<file path="src/rtl/fwd_scoreboard.sv">
// Operand forwarding scoreboard for the D stage: tracks producer tags in the stages
// after Decode, picks the youngest matching producer per operand and raises stall when data is late.
module fwd_scoreboard #(
   parameter int unsigned DATA_W  = 32,
   parameter int unsigned ADDR_W  = 5,
   parameter int unsigned NUM_SRC = 2,
   parameter int unsigned DEPTH   = 3,
   parameter int unsigned TNEW_W  = 2
) (
   input  logic                        clk,
   input  logic                        reset,
   input  logic                        d_valid,
   input  logic                        d_we,
   input  logic [ADDR_W-1:0]           d_dst,
   input  logic [TNEW_W-1:0]           d_tnew,
   input  logic [NUM_SRC*ADDR_W-1:0]   d_src_addr,
   input  logic [NUM_SRC*TNEW_W-1:0]   d_src_tuse,
   input  logic [NUM_SRC*DATA_W-1:0]   d_src_data,
   input  logic [DEPTH*DATA_W-1:0]     stage_data,
   input  logic                        flush,
   output logic                        stall,
   output logic [NUM_SRC*DATA_W-1:0]   src_fwd_data,
   output logic [DEPTH-1:0]            stage_we,
   output logic [31:0]                 stall_cnt
);

   localparam int unsigned CNT_W = 32;

   logic [DEPTH-1:0]             tag_we_q,   tag_we_d;
   logic [DEPTH-1:0][ADDR_W-1:0] tag_dst_q,  tag_dst_d;
   logic [DEPTH-1:0][TNEW_W-1:0] tag_tnew_q, tag_tnew_d;
   logic [CNT_W-1:0]             stall_cnt_q, stall_cnt_d;

   logic [NUM_SRC-1:0]           src_found;
   logic [NUM_SRC-1:0]           src_stall;
   logic [NUM_SRC*DATA_W-1:0]    fwd_data;
   logic                         stall_any;
   logic                         insert;

   // Per-operand scan: the first hit from index 0 upward is the youngest producer.
   always_comb begin
      src_found = '0;
      src_stall = '0;
      fwd_data  = d_src_data;
      for (int unsigned k = 0; k < NUM_SRC; k++) begin
         for (int unsigned i = 0; i < DEPTH; i++) begin
            if (!src_found[k] && tag_we_q[i]
                && (d_src_addr[k*ADDR_W +: ADDR_W] != '0)
                && (tag_dst_q[i] == d_src_addr[k*ADDR_W +: ADDR_W])) begin
               src_found[k] = 1'b1;
               if (tag_tnew_q[i] == '0) begin
                  fwd_data[k*DATA_W +: DATA_W] = stage_data[i*DATA_W +: DATA_W];
               end else begin
                  src_stall[k] = (tag_tnew_q[i] > d_src_tuse[k*TNEW_W +: TNEW_W]);
               end
            end
         end
      end
   end

   assign stall_any    = (|src_stall) & ~reset;
   assign stall        = stall_any;
   assign src_fwd_data = reset ? d_src_data : fwd_data;
   assign stage_we     = tag_we_q;
   assign stall_cnt    = stall_cnt_q;

   assign insert = d_valid & d_we & (d_dst != '0) & ~stall_any & ~flush;

   // Index 0 takes the D instruction or a bubble; older entries shift and age every cycle.
   always_comb begin
      tag_we_d   = '0;
      tag_dst_d  = '0;
      tag_tnew_d = '0;
      tag_we_d[0]   = insert;
      tag_dst_d[0]  = insert ? d_dst  : '0;
      tag_tnew_d[0] = insert ? d_tnew : '0;
      for (int unsigned i = 1; i < DEPTH; i++) begin
         tag_we_d[i]   = tag_we_q[i-1];
         tag_dst_d[i]  = tag_dst_q[i-1];
         tag_tnew_d[i] = (tag_tnew_q[i-1] == '0) ? '0 : (tag_tnew_q[i-1] - TNEW_W'(1));
      end
   end

   always_comb begin
      stall_cnt_d = stall_cnt_q;
      if (stall_any && (stall_cnt_q != '1)) begin
         stall_cnt_d = stall_cnt_q + CNT_W'(1);
      end
   end

   always_ff @(posedge clk or posedge reset) begin
      if (reset) begin
         tag_we_q    <= '0;
         tag_dst_q   <= '0;
         tag_tnew_q  <= '0;
         stall_cnt_q <= '0;
      end else begin
         tag_we_q    <= tag_we_d;
         tag_dst_q   <= tag_dst_d;
         tag_tnew_q  <= tag_tnew_d;
         stall_cnt_q <= stall_cnt_d;
      end
   end

endmodule

</file>
<file path="config.mk">
export PLATFORM = sky130hd
export DESIGN_NAME = fwd_scoreboard
export DESIGN_NICKNAME = d
export VERILOG_FILES = /design/src/rtl/fwd_scoreboard.sv
export SDC_FILE = /design/constraint.sdc
export NUM_CORES = 1
export LEC_CHECK = 0
export ABC_AREA = 0
export BUFFER_PORTS_ARGS = -buffer_cell sky130_fd_sc_hd__buf_2
export CORE_AREA = 2 2 112 114
export CTS_CLUSTER_DIAMETER = 40
export DETAILED_ROUTE_END_ITERATION = 8
export DIE_AREA = 0 0 114 116
export PLACE_DENSITY = 0.87
export SLEW_MARGIN = 10
export SYNTH_ARGS = -nofsm -noshare
export SYNTH_HDL_FRONTEND = slang
export SYNTH_SLANG_ARGS = --single-unit
</file>
<file path="constraint.sdc">
create_clock -name clk -period 5.6 [get_ports clk]
set_clock_uncertainty 0.05 [all_clocks]
set_input_delay 1.12 -clock clk [delete_from_list [all_inputs] [get_ports clk]]
set_output_delay 1.12 -clock clk [all_outputs]
set_load 0.01 [all_outputs]
</file>
==> results of run 1 <==
stage by stage:
stage                     worst slack [ps]  util (%)  instances
after floorplan                        976         -        663
after global placement                 933      59.4       1054
after detailed placement               921      59.4       1054
after CTS                              905      60.8       1062
after global routing                   636      60.9       1067
final                                  853      61.0       1069
routing by layer:
layer	track usage, %	vias up
met3	6.38	64
li1	-	3000
met5	0	-
met4	13.3	2
met1	37.2	3062
met2	47.2	356
final cells by class:
class	instances	area [sq um]	share of cell area [%]
antenna	7	17.5	0.241
inverter	8	32.5	0.448
multi-input combinational	544	3920	54.0
clock buffer	5	125	1.72
clock inverter	3	46.3	0.637
sequential	56	1400	19.3
tap	147	184	2.53
timing repair buffer	299	1530	21.1
cells by family after synthesis:
| group | share of synthesized area [%] |
|---|---|
| flops | 25.2 |
| simple gates | 18.0 |
| fa+ha+maj | 2.92 |
| mux | 11.9 |
| compound gates | 27.7 |
| xor+xnor | 9.60 |
| buf+inv | 4.65 |
power by group through the flow:
stage | logic (W) | registers, W | clock network, W
2_1_floorplan | 0.000163 | 0.000421 | 0
3_3_place_gp | 0.000310 | 0.000422 | 0
3_5_place_dp | 0.000316 | 0.000422 | 0
4_1_cts | 0.000317 | 0.000414 | 0.000365
5_1_grt | 0.000347 | 0.000415 | 0.000384
6_report | 0.000320 | 0.000414 | 0.000354
worst max path at each step:
stage                       start                to  slack (ps)  cells after the start
finish              d_src_addr[6]  src_fwd_data[59]         850                     10
global route        d_src_addr[6]  src_fwd_data[45]         640                     10
CTS                 d_src_addr[6]  src_fwd_data[57]         900                     10
detailed placement  d_src_addr[6]  src_fwd_data[59]         920                     10
global placement    d_src_addr[6]  src_fwd_data[34]         930                     10
floorplan                   reset  src_fwd_data[55]         980                      3
state kept, by name (all words and copies together) (netlist names):
register and count:
stage_we 3, stall_cnt 32, tag_dst_d 10, tag_dst_q 5, tag_tnew_q 6
placed cells by master (no fill, tap or decap), types with 4 or more instances in the layout:
cell | netlist | layout
a21oi_1 | 65 | 65
a2bb2oi_1 | 64 | 64
and2_1 | 17 | 17
and3_1 | 15 | 15
buf_2 | 18 | 285
buf_4 | 0 | 14
clkbuf_16 | 0 | 5
dfrtp_1 | 56 | 56
diode_2 | 0 | 7
ha_1 | 13 | 13
inv_1 | 8 | 7
mux2i_1 | 64 | 64
nand2_1 | 80 | 79
nand3_1 | 20 | 20
nand4_1 | 19 | 19
nor2_1 | 8 | 8
nor2b_1 | 8 | 8
nor3_1 | 8 | 7
nor4_1 | 4 | 4
o211ai_1 | 66 | 66
or2_2 | 4 | 4
xnor2_1 | 52 | 52
xor2_1 | 9 | 9
worst max-delay path: stages:
cell and delay (ps):
buf_2 130, nor4_1 360, and2b_1 290, nor3_1 100
or4_2 610, buf_4 340, nand2_1 130, o211ai_1 90
a2bb2oi_1 210, buf_2 160
==> impl_results.md, run 1 <==
* Wire length on met3 at 1.73 mm
* Net Count, Synth at 862
* H-tree depth at 2
* Final slew viol count at 0
* Number of buffers created by CTS at 5
* Register bit total from synthesis at 56
* R2R Setup Slk at 2590 ps
* Main synth FF type: dfrtp_1
* Setup crit start kind: input pin
* Share of cells above drive strength 1 at 35.4%
* Commonest cells post-synth: 80 x nand2_1, 66 x o211ai_1, 65 x a21oi_1
* Drt pass-1 iters at 5
* Die ar. at 0.0132 sq mm
* HP Start: tag_tnew_q[0]
* Top cell type's share of synthesized area at 25.2%
* I/O pin count at 286
* Yosys warns at 0
* Period utilization at 84.8%
* Finished Cell Area at 0.00726 sq mm
* Clock power frac at 32.5%
* Number of fillers in the final layout at 1043
* Placer Congestion at 0.984
* Largest net degree at the start of global routing at 85
* Final Setup Violations at 0
* Leak Pwr at 3.43 nW
* Remaining DRCs at 0
* Worst Setup End Kind: output pin
* Routed wirelength normalized by instance count at 19.1 um
* Synth async-reset ratio at 100%
* Hold Path Sink: tag_tnew_q[2]
* Internal power at 0.000774 W
* CTS Hold Bufs at 0
* Post-Syn Area at 0.00557 sq mm
* Most frequent cell after synthesis: nand2_1
* Hold Crit Class: reg2reg
* Die X at 114 um
* Antenna violations before repair at 7
* Vias in the first global route at 6057
* HPWL after DPL at 15.6 mm
* CTS Sinks at 56
* Seq/Total Area, Yosys at 25.2%
* Clock period minus worst slack at 4750 ps
* Max layer used: met5
* First-pass GRT wire length at 30.9 mm
* Area Growth Syn to Fin at 30.5%
* CTS tree: built
* Gr usage total at 29.1%
* Drt via density at 6.07
* Synthesized area per cell at 8.40 sq um
* NetSw at 0.000314 W
* DRT met1 WL at 8.27 mm
* Global route total overflow at 0
* Worst-path clk slew at 70 ps
* Worst-path maximum fanout at 64
* Synth area leaders: dfrtp_1 25%, mux2i_1 12%, a2bb2oi_1 10%
* MaxCap Viol Count at 0
* Crit path DAT at 3580 ps
* Sw Ratio at 28.9%
* Worst slew pin tran at 909 ps
* PD cells at 150 mW/mm^2
* Critical R2R Launch: tag_tnew_q[2]
* Total Wirelength at 20.4 mm
* Worst r2r path cells at 10
* VDD IR max at 126 uV
* Starting Density at 46.7%
* I/O Buffers at 285
* Synth area leader: dfrtp_1
* Dpl cell area at 0.00707 sq mm
* RR Endpoint: stall_cnt[1]
* Final hold viol count at 0
* Setup repair bufs after CTS at 0
* Normalized max-slew margin at 39.4%
* CORE AREA at 0.0119 sq mm
* Nets at 1113
* Post-CTS Resized at 0
* Part of the power in registers at 38.1%
* Worst skew pair latency at 290 ps
* Final ANT Viol Nets at 0
* Max Clock Freq at 0.211 GHz
* Die Height at 116 um
* Hold Worst Slack at 411 ps
* Required time worst endpoint at 4430 ps
* EDFF count, synth at 0
* Clock Path Buffers at 2
* Gate Count Post-Synth at 663
* Worst Hold Depth at 1
* Crit path kind: in2out
* Setup tns final at 0 ps
* Power consumption at 0.00109 W
* Outcome: finished clean
* 1st-iter DRT viols at 725
* Comb power frac at 29.4%
* Post-synthesis cell type count at 40
* Met2 wire len at 9.63 mm
* RSZ-0062 raised after global routing: false
* Vias at 6484
* Clock root cell: clkbuf_16
* Rows at 40
(Power assumes the default switching activity.)
==> run 2: changes to the inputs <==
Settings changed: ABC_AREA 0 to 1, CORE_AREA 2 2 112 114 to unset, CORE_ASPECT_RATIO set to 1.4, CORE_UTILIZATION set to 50, DIE_AREA 0 0 114 116 to unset, PLACE_DENSITY 0.87 to 0.88.
Clock period 5.6 ns to 4.78 ns, I/O delays scaled along.
==> impl_results.md, run 2 <==
* Top cell type's share of synthesized area at 20.5% (was 25.2%)
* Synth area leaders: dfrtp_1 21%, nand2_1 16%, a21oi_1 11% (was dfrtp_1 25%, mux2i_1 12%, a2bb2oi_1 10%)
* Most common cell after layout, fill and taps aside: nand2_1 (was buf_2)
* Clock period minus worst slack at 4130 ps
* CP max-delay cell: buf_4 (was or4_2)
* Gr usage total at 36.4% (was 29.1%)
* Critical Path Max Stage Delay at 420 ps (was 610 ps)
* Crit path kind: in2out (unchanged)
* I/O pin count at 286 (unchanged)
* Critical R2R Launch: stall_cnt[0] (was tag_tnew_q[2])
* PD cells at 157 mW/mm^2 (was 150 mW/mm^2)
* Final hold viol count at 0 (unchanged)
* RR Endpoint: stall_cnt[14] (was stall_cnt[1])
* Finished Cell Area at 0.00851 sq mm (was 0.00726 sq mm)
* Nets at 1657 (was 1113)
* Worst skew pair latency at 300 ps (was 290 ps)
* Register bit total from synthesis at 56 (unchanged)
* Period utilization at 86.3%
* VDD IR max at 172 uV (was 126 uV)
* Worst Hold Depth at 0 (was 1)
* Placed instance count at 1633 (was 1054)
* Worst Setup End Kind: output pin (unchanged)
* Yosys warns at 0 (unchanged)
* CTS tree: built (unchanged)
* Global route total overflow at 0 (unchanged)
* 1st-iter DRT viols at 636 (was 725)
* Drt pass-1 iters at 5 (unchanged)
* Commonest cells post-synth: 298 x nand2_1, 171 x nor2_1, 154 x a21oi_1 (was 80 x nand2_1, 66 x o211ai_1, 65 x a21oi_1)
* Setup repair bufs after CTS at 0 (unchanged)
* Dpl cell area at 0.00831 sq mm (was 0.00707 sq mm)
* Number of buffers created by CTS at 5 (unchanged)
* Share of cells above drive strength 1 at 24.7% (was 35.4%)
* Total Wirelength at 25.8 mm (was 20.4 mm)
* Hold Crit Class: reg2reg (unchanged)
* Outcome: finished clean (unchanged)
* Clock root cell: clkbuf_16 (unchanged)
* Hold Path Sink: tag_dst_d[10] (was tag_tnew_q[2])
* Hold Worst Slack at 350 ps (was 411 ps)
* Drt via density at 5.59 (was 6.07)
* Area Growth Syn to Fin at 24.6% (was 30.5%)
* Required time worst endpoint at 3770 ps (was 4430 ps)
* Die ar. at 0.0141 sq mm (was 0.0132 sq mm)
* Leak Pwr at 4.63 nW (was 3.43 nW)
* Worst slew pin tran at 1080 ps (was 909 ps)
* Gate Count Post-Synth at 1218 (was 663)
* Starting Density at 51.3% (was 46.7%)
* Die Height at 140 um (was 116 um)
* Worst-path clk slew at 60 ps (was 70 ps)
* Post-CTS Resized at 0 (unchanged)
* Most frequent cell after synthesis: nand2_1 (unchanged)
* Main synth FF type: dfrtp_1 (unchanged)
* Crit path cell chain: buf_2 -> inv_1 -> nand2_1 -> nand3_1 -> nor2_4 -> nand2_4 -> buf_4 -> nand4_1 -> nand2_1 -> nand2_2 -> nand2_4 -> nand2_1 -> inv_1 -> buf_2 (was buf_2 -> nor4_1 -> and2b_1 -> nor3_1 -> or4_2 -> buf_4 -> nand2_1 -> o211ai_1 -> a2bb2oi_1 -> buf_2)
* HP Start: tag_dst_d[5] (was tag_tnew_q[0])
* Synth async-reset ratio at 100% (unchanged)
* Largest net degree at the start of global routing at 76 (was 85)
* Final ANT Viol Nets at 0 (unchanged)
* R2R Setup Slk at 1790 ps (was 2590 ps)
* Placer Congestion at 0.946 (was 0.984)
* Rows at 50 (was 40)
* Crit path DAT at 3120 ps (was 3580 ps)
* I/O Buffers at 285 (unchanged)
* Commonest cells after routing, fill and taps aside: 298 x nand2_1, 285 x buf_2, 169 x nor2_1 (was 285 x buf_2, 79 x nand2_1, 66 x o211ai_1)
* Vias in the first global route at 8633 (was 6057)
* Remaining DRCs at 0 (unchanged)
* Worst path buffer plus inverter count at 5 (was 3)
* Post-synthesis cell type count at 33 (was 40)
* H-tree depth at 2 (unchanged)
* HPWL after DPL at 19.0 mm (was 15.6 mm)
* Final Non-Filler Cells at 1646 (was 1069)
* Routed wirelength normalized by instance count at 15.7 um (was 19.1 um)
* Setup crit start kind: input pin (unchanged)
* CTS Hold Bufs at 0 (unchanged)
* First-pass GRT wire length at 41.0 mm (was 30.9 mm)
* Max reg flops at 32 (unchanged)
* Vias at 9197 (was 6484)
* Seq/Total Area, Yosys at 20.5% (was 25.2%)
* Die X at 101 um (was 114 um)
* MaxCap Viol Count at 0 (unchanged)
* Setup tns final at 0 ps (unchanged)
* RSZ-0062 raised after global routing: false (unchanged)
* Clock Path Buffers at 2 (unchanged)
* Antenna violations before repair at 7 (unchanged)
* Max Clock Freq at 0.242 GHz
* CORE AREA at 0.0133 sq mm (was 0.0119 sq mm)
* Cell mode on critical path: nand2_1 (was buf_2)
* Top delay family on crit path: simple AND/OR/NAND/NOR gates (unchanged)
* Worst r2r path cells at 11 (was 10)
* EDFF count, synth at 0 (unchanged)
* Final slew viol count at 0 (unchanged)
* Normalized max-slew margin at 27.6% (was 39.4%)
* Worst-path maximum fanout at 45 (was 64)
* Post-Syn Area at 0.00683 sq mm (was 0.00557 sq mm)
* Net Count, Synth at 1417 (was 862)
* Final Setup Violations at 0 (unchanged)
* Number of fillers in the final layout at 1316 (was 1043)
* Synth area leader: dfrtp_1 (unchanged)
* CTS Sinks at 56 (unchanged)
* Synthesized area per cell at 5.61 sq um (was 8.40 sq um)
run 2: kinds of logic after synthesis:
| family | synth area share [%] |
|---|---|
| XOR/XNOR | 3.72 |
| adder cells (fa/ha/maj) | 2.38 |
| AND/OR/NAND/NOR | 37.1 |
| AO/OA/AOI/OAI | 24.1 |
| buffers and inverters | 12.2 |
| flip-flops | 20.5 |
run 2: cell type report:
| type | count | area (sq um) | area share, % |
|---|---|---|---|
| diodes | 5 | 12.5 | 0.147 |
| clock buffers | 7 | 153 | 1.79 |
| clock inverters | 1 | 30.0 | 0.353 |
| inverters | 135 | 509 | 5.99 |
| multi-input cells | 956 | 4610 | 54.1 |
| flip-flops and latches | 56 | 1400 | 16.5 |
| well taps | 182 | 228 | 2.68 |
| repair buffers | 304 | 1570 | 18.4 |
run 2: worst max-delay path by stage:
| stage | cells after the start | endpoint | slack, ps | start |
|---|---|---|---|---|
| 4_1_cts | 14 | stall | 680 | d_src_addr[1] |
| 6_report | 14 | stall | 650 | d_src_addr[1] |
| 5_1_grt | 14 | src_fwd_data[21] | 400 | d_src_addr[2] |
| 3_5_place_dp | 14 | stall | 690 | d_src_addr[1] |
| 3_3_place_gp | 14 | src_fwd_data[44] | 720 | d_src_addr[5] |
| 2_1_floorplan | 5 | src_fwd_data[29] | 250 | reset |
run 2: metal layers:
metal | global-route usage (%) | wire length [um] | part of all wire, % | up-vias
met1 | 39.4 | 9200 | 36 | 4119
met4 | 21.7 | 1400 | 5.4 | 4
met3 | 9.43 | 2530 | 9.8 | 121
met5 | 0 | 33 | 0.13 | -
li1 | - | - | - | 4455
met2 | 62.8 | 12600 | 49 | 498
run 2: where the power goes:
group | total, W | switching (W) | internal (W)
Combinational | 0.000406 | 0.000243 | 0.000163
Sequential | 0.000485 | 0.00000625 | 0.000479
Clock | 0.000446 | 0.000170 | 0.000276
Total | 0.00134 | 0.000418 | 0.000918
run 2: per-stage QoR:
stage | utilization (%) | power (W) | setup slack [ps]
2_1_floorplan | - | 0.000708 | 254
3_3_place_gp | 62.4 | 0.000887 | 718
3_5_place_dp | 62.4 | 0.000892 | 686
4_1_cts | 63.8 | 0.00133 | 683
5_1_grt | 63.8 | 0.00140 | 396
6_report | 63.8 | 0.00134 | 653
==> run 3: changes to the inputs <==
Settings changed: REMOVE_ABC_BUFFERS set to 1.
==> impl_results.md, run 3 (same netlist as run 2, synthesis figures left out) <==
* Die X at 101 um (unchanged)
* Hold Crit Class: reg2reg (unchanged)
* Placed instance count at 1632 (was 1633)
* Antenna violations before repair at 12 (was 7)
* Final hold viol count at 0 (unchanged)
* Routed wirelength normalized by instance count at 15.6 um (was 15.7 um)
* CTS tree: built (unchanged)
* Critical Path Max Stage Delay at 550 ps (was 420 ps)
* Normalized max-slew margin at 24.1% (was 27.6%)
* Die Height at 140 um (unchanged)
* Total Wirelength at 25.7 mm (was 25.8 mm)
* Number of buffers created by CTS at 5 (unchanged)
* Largest net degree at the start of global routing at 87 (was 76)
* Crit path cell chain: buf_2 -> inv_2 -> nand2_1 -> nand2_1 -> nor2_1 -> nand2_1 -> nor2_2 -> nand2_1 -> buf_4 -> nand2_1 -> o21ai_0 -> o21ai_1 -> a21oi_1 -> buf_2 (was buf_2 -> inv_1 -> nand2_1 -> nand3_1 -> nor2_4 -> nand2_4 -> buf_4 -> nand4_1 -> nand2_1 -> nand2_2 -> nand2_4 -> nand2_1 -> inv_1 -> buf_2)
* I/O Buffers at 285 (unchanged)
* MaxCap Viol Count at 0 (unchanged)
* Commonest cells after routing, fill and taps aside: 298 x nand2_1, 285 x buf_2, 169 x nor2_1 (unchanged)
* Final worst slack at 579 ps (was 653 ps)
* Worst-path clk slew at 80 ps (was 60 ps)
* Top delay family on crit path: simple AND/OR/NAND/NOR gates (unchanged)
* CTS Hold Bufs at 0 (unchanged)
* First-pass GRT wire length at 40.1 mm (was 41.0 mm)
* Area Growth Syn to Fin at 24.4% (was 24.6%)
* Share of cells above drive strength 1 at 24.6% (was 24.7%)
* Vias at 9151 (was 9197)
* Crit path kind: in2out (unchanged)
* HPWL after DPL at 19.1 mm (was 19.0 mm)
* 1st-iter DRT viols at 636 (unchanged)
* Most common cell after layout, fill and taps aside: nand2_1 (unchanged)
* Drt via density at 5.55 (was 5.59)
* Drt pass-1 iters at 5 (unchanged)
* Die ar. at 0.0141 sq mm (unchanged)
* Clock period minus worst slack at 4200 ps (was 4130 ps)
* Worst path buffer plus inverter count at 4 (was 5)
* Worst skew pair latency at 300 ps (about the same)
* Leak Pwr at 4.62 nW (was 4.63 nW)
* Period utilization at 87.9% (was 86.3%)
* CP max-delay cell: nand2_1 (was buf_4)
* Clock Path Buffers at 2 (unchanged)
* Rows at 50 (unchanged)
* Final Non-Filler Cells at 1649 (was 1646)
* CTS Sinks at 56 (unchanged)
* Nets at 1656 (was 1657)
* Gr usage total at 35.7% (was 36.4%)
* Clock root cell: clkbuf_16 (unchanged)
* Global route total overflow at 0 (unchanged)
* Final slew viol count at 0 (unchanged)
* Crit path DAT at 3200 ps (was 3120 ps)
* Worst slew pin tran at 1140 ps (was 1080 ps)
* Starting Density at 51.3% (unchanged)
* I/O pin count at 286 (unchanged)
* Vias in the first global route at 8214 (was 8633)
* Required time worst endpoint at 3770 ps (about the same)
* VDD IR max at 244 uV (was 172 uV)
* Final ANT Viol Nets at 0 (unchanged)
* Setup crit start kind: input pin (unchanged)
* H-tree depth at 2 (unchanged)
* Final Setup Violations at 0 (unchanged)
* CORE AREA at 0.0133 sq mm (unchanged)
* Placer Congestion at 0.984 (was 0.946)
* Max reg flops at 32 (unchanged)
* Outcome: finished clean (unchanged)
* Post-CTS Resized at 0 (unchanged)
* Setup repair bufs after CTS at 0 (unchanged)
* Worst Setup End Kind: output pin (unchanged)
* PD cells at 151 mW/mm^2 (was 157 mW/mm^2)
* Cell mode on critical path: nand2_1 (unchanged)
* RSZ-0062 raised after global routing: false (unchanged)
* Pre-CTS setup slack at 635 ps (was 686 ps)
* Max Clock Freq at 0.238 GHz (was 0.242 GHz)
* Remaining DRCs at 0 (unchanged)
* Worst-path maximum fanout at 21 (was 45)
run 3: cell count changes in the layout (fill, tap and decap cells not counted), moves of 2 or more:
cell	delta
buf_4	-2
clkbuf_8	-2
diode_2	+4
inv_6	+2
run 3: layer usage:
metal  routed length, um  vias up  GRT usage, %
met5                  38        -             0
met4                1310        6          20.0
met3                3120      122          12.9
met2               12100      525          59.6
met1                9110     4040          38.6
li1                    -     4458             -
run 3: area by class of cell:
type / count / area, sq um
inverters: 135 / 509
repair buffers: 303 / 1570
diodes: 9 / 22.5
flip-flops and latches: 56 / 1400
clock buffers: 5 / 125
multi-input cells: 956 / 4610
clock inverters: 3 / 28.8
well taps: 182 / 228
fillers: 1352 / 4830
run 3: stage by stage:
step	setup TNS [ps]	utilization, %	hold slack, ps	area, sq um	total power (W)
global placement	0	62.4	357	8320	0.000884
detailed placement	0	62.4	360	8320	0.000888
global route	0	63.7	397	8480	0.00135
floorplan	-8240	-	324	6500	0.000700
CTS	0	63.6	378	8470	0.00128
finish	0	63.7	377	8490	0.00128
run 3: final timing paths:
path / start / to / slack (ps) / cells after the start
min in group asynchronous: reset / stall_cnt[22] / 890 / 2
worst min register to register: tag_dst_d[5] / tag_dst_d[10] / 380 / 0
max in group asynchronous: reset / stall_cnt[5] / 2820 / 3
worst max-delay path: d_src_addr[8] / src_fwd_data[46] / 580 / 14
worst max register to register: tag_tnew_q[5] / stall_cnt[24] / 1990 / 9
worst min-delay path: tag_dst_d[5] / tag_dst_d[10] / 380 / 0
run 3: power by group:
part	switching (W)	internal, W	total [W]	leakage [nW]
Combinational	0.000239	0.000163	0.000402	3.76
Sequential	0.00000669	0.000478	0.000485	0.777
Clock	0.000192	0.000203	0.000394	0.0768
Total	0.000437	0.000844	0.00128	4.62
